===== config.mk =====
export PLATFORM = sky130hd
export DESIGN_NAME = tick_period_monitor
export DESIGN_NICKNAME = d
export VERILOG_FILES = /design/src/rtl/tick_period_monitor_pkg.sv /design/src/rtl/tick_edge_detect.sv /design/src/rtl/tick_period_monitor.sv
export SDC_FILE = /design/constraint.sdc
export NUM_CORES = 1
export LEC_CHECK = 0
export CELL_PAD_IN_SITES_DETAIL_PLACEMENT = 2
export CELL_PAD_IN_SITES_GLOBAL_PLACEMENT = 2
export CORE_ASPECT_RATIO = 1.5
export CORE_MARGIN = 4
export CORE_UTILIZATION = 28
export DETAILED_ROUTE_END_ITERATION = 12
export GPL_TIMING_DRIVEN = 0
export MAX_ROUTING_LAYER = met4
export PLACE_DENSITY_LB_ADDON = 0.1
export RECOVER_POWER = 100
export SYNTH_ARGS = -nofsm -noshare
export SYNTH_HDL_FRONTEND = slang
export SYNTH_SLANG_ARGS = --single-unit

===== constraint.sdc =====
create_clock -name clk -period 4.5 [get_ports clk]
set_clock_uncertainty 0.2 [all_clocks]
set_input_delay 0.9 -clock clk [delete_from_list [all_inputs] [get_ports clk]]
set_output_delay 0.9 -clock clk [all_outputs]
set_load 0.1 [all_outputs]

===== src/rtl/tick_period_monitor_pkg.sv =====
// -----------------------------------------------------------------------------
// tick_period_monitor_pkg
//   Shared definitions for the tick period monitor:
//   - state_e       : monitor FSM states
//   - FC_*          : fault code values reported on fault_code_o
//   - window_t      : inclusive bounds of the "good period" window
//   - window_bounds : derives the window from the nominal period and tolerance
// -----------------------------------------------------------------------------
package tick_period_monitor_pkg;

   typedef enum logic [2:0] {
      ST_IDLE   = 3'd0,
      ST_SYNC   = 3'd1,
      ST_TRACK  = 3'd2,
      ST_LOCKED = 3'd3,
      ST_FAULT  = 3'd4
   } state_e;

   localparam logic [1:0] FC_NONE  = 2'b00;
   localparam logic [1:0] FC_EARLY = 2'b01;
   localparam logic [1:0] FC_LATE  = 2'b10;

   typedef struct packed {
      logic [31:0] lo;
      logic [31:0] hi;
   } window_t;

   // Lower bound clamps at 0 so a tolerance wider than the period cannot wrap.
   function automatic window_t window_bounds(input int unsigned expected,
                                             input int unsigned tolerance);
      window_t w;
      w.lo = (expected > tolerance) ? (expected - tolerance) : 32'd0;
      w.hi = expected + tolerance;
      return w;
   endfunction

endpackage


===== src/rtl/tick_edge_detect.sv =====
// -----------------------------------------------------------------------------
// tick_edge_detect
//   Turns a level tick stream into a single-cycle event on its rising edge.
//   A tick held high for several cycles yields exactly one event.
//
// Ports:
//   clk      in   system clock
//   rst      in   asynchronous active-high reset
//   tick_i   in   tick stream
//   event_o  out  high in the cycle tick_i is high and was low the cycle before
// -----------------------------------------------------------------------------
module tick_edge_detect (
   input  logic clk,
   input  logic rst,
   input  logic tick_i,
   output logic event_o
);

   logic tick_q;

   always_ff @(posedge clk or posedge rst) begin
      if (rst) begin
         tick_q <= 1'b0;
      end else begin
         tick_q <= tick_i;
      end
   end

   assign event_o = tick_i & ~tick_q;

endmodule


===== src/rtl/tick_period_monitor.sv =====
// -----------------------------------------------------------------------------
// tick_period_monitor
//   Measures the clk-cycle interval between tick events, declares lock after
//   LOCK_COUNT consecutive in-window periods, and raises a sticky fault on an
//   early tick or a late/missing tick while locked.
//
// Parameters:
//   EXPECTED_PERIOD  nominal cycles between tick events
//   TOLERANCE        allowed +/- deviation in cycles
//   LOCK_COUNT       consecutive good periods needed to lock (1..255)
//   CNT_W            counter / period width, must hold EXPECTED_PERIOD+TOLERANCE+1
//
// Ports:
//   clk             in   system clock
//   rst             in   asynchronous active-high reset
//   enable_i        in   monitor enable, low forces IDLE
//   tick_in_i       in   tick stream, an event is a rising edge
//   fault_clear_i   in   single-cycle request to leave FAULT
//   period_o        out  last measured interval in cycles
//   period_valid_o  out  one-cycle strobe when period_o updates
//   locked_o        out  high while LOCKED
//   fault_o         out  high while FAULT
//   fault_code_o    out  00 none, 01 early, 10 late/missing
// -----------------------------------------------------------------------------
module tick_period_monitor
   import tick_period_monitor_pkg::*;
#(
   parameter int unsigned EXPECTED_PERIOD = 11,
   parameter int unsigned TOLERANCE       = 0,
   parameter int unsigned LOCK_COUNT      = 4,
   parameter int unsigned CNT_W           = 16
) (
   input  logic             clk,
   input  logic             rst,
   input  logic             enable_i,
   input  logic             tick_in_i,
   input  logic             fault_clear_i,
   output logic [CNT_W-1:0] period_o,
   output logic             period_valid_o,
   output logic             locked_o,
   output logic             fault_o,
   output logic [1:0]       fault_code_o
);

   localparam window_t        WIN         = window_bounds(EXPECTED_PERIOD, TOLERANCE);
   localparam logic [CNT_W:0] WIN_LO      = (CNT_W+1)'(WIN.lo);
   localparam logic [CNT_W:0] WIN_HI      = (CNT_W+1)'(WIN.hi);
   localparam logic [7:0]     LOCK_TARGET = 8'(LOCK_COUNT);

   // A saturated counter would wrap when extended by one; report all-ones instead.
   function automatic logic [CNT_W-1:0] sat_period(input logic [CNT_W:0] v);
      return v[CNT_W] ? {CNT_W{1'b1}} : v[CNT_W-1:0];
   endfunction

   state_e           state_q;
   logic [CNT_W-1:0] cnt_q, cnt_d;
   logic [7:0]       good_q;
   logic [7:0]       good_inc;
   logic [CNT_W-1:0] period_q;
   logic             pvalid_q;
   logic             locked_q;
   logic             fault_q;
   logic [1:0]       code_q;

   logic             tick_evt;
   logic [CNT_W:0]   meas;
   logic             is_early;
   logic             is_late;
   logic             is_good;

   tick_edge_detect u_edge (
      .clk     (clk),
      .rst     (rst),
      .tick_i  (tick_in_i),
      .event_o (tick_evt)
   );

   // Period ending in this cycle; one bit wider so the compare never wraps.
   assign meas     = {1'b0, cnt_q} + (CNT_W+1)'(1);
   assign is_early = (meas < WIN_LO);
   assign is_late  = (meas > WIN_HI);
   assign is_good  = ~is_early & ~is_late;
   assign good_inc = good_q + 8'd1;

   always_comb begin
      cnt_d = cnt_q;
      if (!enable_i || (state_q == ST_IDLE)) begin
         cnt_d = '0;
      end else if (tick_evt) begin
         cnt_d = '0;
      end else if (cnt_q != {CNT_W{1'b1}}) begin
         cnt_d = cnt_q + CNT_W'(1);
      end
   end

   always_ff @(posedge clk or posedge rst) begin
      if (rst) begin
         state_q  <= ST_IDLE;
         cnt_q    <= '0;
         good_q   <= '0;
         period_q <= '0;
         pvalid_q <= 1'b0;
         locked_q <= 1'b0;
         fault_q  <= 1'b0;
         code_q   <= FC_NONE;
      end else begin
         cnt_q    <= cnt_d;
         pvalid_q <= 1'b0;
         if (!enable_i) begin
            // Partial interval is discarded: no period strobe on the way out.
            state_q  <= ST_IDLE;
            good_q   <= '0;
            locked_q <= 1'b0;
            fault_q  <= 1'b0;
            code_q   <= FC_NONE;
         end else begin
            unique case (state_q)
               ST_IDLE: begin
                  state_q <= ST_SYNC;
                  good_q  <= '0;
               end
               ST_SYNC: begin
                  // First edge only establishes the phase reference.
                  if (tick_evt) begin
                     state_q <= ST_TRACK;
                  end
               end
               ST_TRACK: begin
                  if (tick_evt) begin
                     period_q <= sat_period(meas);
                     pvalid_q <= 1'b1;
                     if (is_good) begin
                        good_q <= good_inc;
                        if (good_inc == LOCK_TARGET) begin
                           state_q  <= ST_LOCKED;
                           locked_q <= 1'b1;
                        end
                     end else begin
                        good_q <= '0;
                     end
                  end
               end
               ST_LOCKED: begin
                  if (tick_evt) begin
                     period_q <= sat_period(meas);
                     pvalid_q <= 1'b1;
                     if (is_early || is_late) begin
                        state_q  <= ST_FAULT;
                        locked_q <= 1'b0;
                        fault_q  <= 1'b1;
                        code_q   <= is_early ? FC_EARLY : FC_LATE;
                     end
                  end else if (is_late) begin
                     // Watchdog: the window closed without a tick.
                     state_q  <= ST_FAULT;
                     locked_q <= 1'b0;
                     fault_q  <= 1'b1;
                     code_q   <= FC_LATE;
                  end
               end
               ST_FAULT: begin
                  // Clear wins over a coincident edge; SYNC then waits for a fresh edge.
                  if (fault_clear_i) begin
                     state_q <= ST_SYNC;
                     fault_q <= 1'b0;
                     code_q  <= FC_NONE;
                     good_q  <= '0;
                  end else if (tick_evt) begin
                     period_q <= sat_period(meas);
                     pvalid_q <= 1'b1;
                  end
               end
               default: begin
                  state_q <= ST_IDLE;
               end
            endcase
         end
      end
   end

   assign period_o       = period_q;
   assign period_valid_o = pvalid_q;
   assign locked_o       = locked_q;
   assign fault_o        = fault_q;
   assign fault_code_o   = code_q;

endmodule


==> impl_results.md <==
- Count of unique library cells instantiated by Yosys: 55
- Height of the die: 128 um
- Synth warn: 0
- Slowest cell on the critical path: dfrtp_1
- Drt wl/cell: 17.9 um
- Tightest Hold Check Type: register to register
- Clock transition at the register clock pins on the worst setup and hold paths after CTS: 70 ps
- Core Area: 9360 um2
- Mapped Nets: 305
- Hold-fix buffers at CTS: 0
- Switching pwr: 0.000478 W
- Power density cells: 387 nW/um2
- Wire length of the first global-routing pass: 13.8 mm
- Final core occ: 0.346
- Max frequency: 306 MHz
- Setup repair after global routing missed its margin: false
- Share of async-settable or async-resettable flops after synthesis: 1.00
- Layout overhead on the synthesized area: 19.4%
- Worst relative slew slack: 0.336
- Area occupied by registers: 1230 um2
- Buffers on Ports: 25
- Slew at the pin closest to its max-slew limit: 992 ps
- Sequential area share after synthesis: 0.452
- Maximum VDD drop: 182 uV
- Critical path type: register to register
- Vias in the first global route: 2686
- Leakage power of the design: 1.42 nW
- H-tree Lvls: 2
- Final period util: 0.727
- Internal power of the cells: 0.000775 W
- Drt total wl: 7.92 mm
- Count of routing violations after the opening detailed-route iteration: 36
- Half-perimeter wire length after detailed placement: 6.06 mm
- Crit path arrival time: 3300 ps
- Synth top cells by count: dfrtp_1 (49), nor2_1 (40), nand2_1 (30)
- Netlist area before placement: 2710 um2
- Combinational share of power: 0.280
- Total congestion overflow: 0
- Number of cells after detailed placement: 435
- Kind of end point of the critical path: register
- Number of instances resized during post-cts repair: 0
- Antenna Violating Nets Remaining: 0
- Switching share of power: 0.381
- Post-route total power: 0.00125 W
- Synthesis-stage register bit count: 49
- Boundary Pins: 26
- Footprint of the multi-input gates: 1360 um2
- Num Clock Sinks: 49
- Max Root-Sink Buffers: 2
- Yosys top cell area share: 0.452
- Library cell with the highest instance count after synthesis: dfrtp_1
- Largest net degree at the start of global routing: 27
- Data required time at the worst endpoint: 4530 ps
- Count of placed standard cells in the final layout, fillers left out: 443
- Number of diodes: 0
- Clock tree root buffer cell: clkbuf_16
- Final Hold Viols: 0
- Number of filler cells placed in the layout: 1086
- CTS tree: built
- Routability cong.: 0.762
- Tmin final: 3270 ps
- Reported max-cap violation count: 0
- Crit path largest cell delay: 500 ps
- Initial antenna violation count: 0
- Sequential share of power: 0.393
- Total Routing Usage GR: 0.159
- Site row count: 43
- Primary FF master, synth: dfrtp_1
- Count of TritonRoute iterations in the first routing pass: 4
- Gate count of the mapped netlist: 297
- Final slew viol count: 0
- Setup TNS: 0 ps
- Outcome: complete, no violations
- Remaining DRCs: 0
- Die ar.: 11300 um2
- Floorplan die width: 88.3 um
- Leading post-synthesis cells by cell area: dfrtp_1 (45%), nor2_1 (5.5%), nand2_1 (4.2%)
- Clock network fraction of design power: 0.327
- Final count of negative-setup-slack endpoints: 0
- Average footprint of a synthesized cell: 9.12 um2
- Critical-path cell list: ha_1 > clkbuf_1 > nand4_1 > xor2_1 > and3_1 > nand4_1 > nor2_1 > a22o_1
- Clock latency at the later pin of the worst-skew pair: 290 ps
- Detailed-route via count: 2334
- Fraction of final layout cells with drive strength greater than 1: 0.0634
- Count of buffers added by post-CTS timing repair for setup: 0
- Number of buffers created by CTS: 5
- Critical path peak fanout: 10
- Cell taking the most area after synthesis: dfrtp_1
- Final-stage net count: 338
- Starting utilization of the core area: 0.289
- Vias/cell: 5.27
- Critical Path Most Common Cell: nand4_1
- Type of origin of the critical path: register
- Number of synthesized flops with an enable pin: 0
[cell usage in the layout, fill, tap and decap left out, types with 8 or more instances in the layout]
cell and n:
a21oi_1 9, and3_1 8, clkbuf_1 12, dfrtp_1 49, dlygate4sd3_1 24, nand2_1 30
nand3_1 18, nand4_1 12, nor2_1 41, o21ai_0 20
[critical path, delay by kind of cell (launching register included)]
| family | cells | cell delay, ps |
|---|---|---|
| XOR/XNOR | 1 | 440 |
| adder cells (fa/ha/maj) | 1 | 310 |
| AND/OR/NAND/NOR | 4 | 1200 |
| flip-flops | 1 | 500 |
| buffers and inverters | 1 | 360 |
| AO/OA/AOI/OAI | 1 | 190 |
[state kept, by name (all words and copies together), names as in the netlist]
signal / count
fault_code_o: 2
good_q: 8
state_q: 3
period_valid_o: 1
cnt_q: 16
fault_o: 1
u_edge.tick_q: 1
locked_o: 1
period_o: 16
[cells by family (layout without fill, tap and decap cells)]
| logic type | Yosys count | after routing | share of synthesized area |
|---|---|---|---|
| fa+ha+maj | 3 | 3 | 0.0139 |
| buf+inv | 21 | 55 | 0.0300 |
| mux | 2 | 2 | 0.00739 |
| simple gates | 142 | 142 | 0.282 |
| xor+xnor | 14 | 14 | 0.0452 |
| flops | 49 | 49 | 0.452 |
| compound gates | 66 | 66 | 0.169 |
[cell type report]
cell class | instances | area share
clock inverter | 1 | 0.00155
timing repair buffer | 26 | 0.0835
tap | 112 | 0.0433
multi-input combinational | 227 | 0.421
inverter | 7 | 0.00812
clock buffer | 7 | 0.0472
sequential | 49 | 0.379
buffer | 14 | 0.0170
[metal layers]
metal | GRT usage | up-vias | wire length (um)
li1 | - | 1118 | -
met1 | 0.176 | 1181 | 3240
met2 | 0.286 | 24 | 4360
met3 | 0.0211 | 11 | 137
met4 | 0.0543 | 0 | 178
met5 | - | - | 0
[final timing paths]
path	depth (start not counted)	to	startpoint	slack [ps]
hold / removal	1	fault_code_o[0]	fault_code_o[0]	280
setup / recovery	8	good_q[6]	cnt_q[0]	1230
max in group asynchronous	3	cnt_q[2]	rst	2350
hold reg to reg	1	fault_code_o[0]	fault_code_o[0]	280
min in group asynchronous	2	period_valid_o	rst	1070
setup reg to reg	8	good_q[6]	cnt_q[0]	1230
[power by group through the flow]
stage	logic [W]	registers, W	clock network, W
2_1_floorplan	0.0000598	0.000715	0
3_3_place_gp	0.000362	0.000501	0
3_5_place_dp	0.000368	0.000503	0
4_1_cts	0.000369	0.000494	0.000427
5_1_grt	0.000371	0.000498	0.000441
6_report	0.000351	0.000493	0.000409
[stage by stage]
step / hold WS [ps] / cell area, um2 / setup WS, ps
after floorplan: 293 / 2710 / 1960
after global placement: 265 / 3100 / 1030
after detailed placement: 270 / 3120 / 1080
after CTS: 286 / 3280 / 1380
after global routing: 293 / 3240 / 839
final: 275 / 3240 / 1230
No activity file was read; power rests on OpenSTA's default activity.
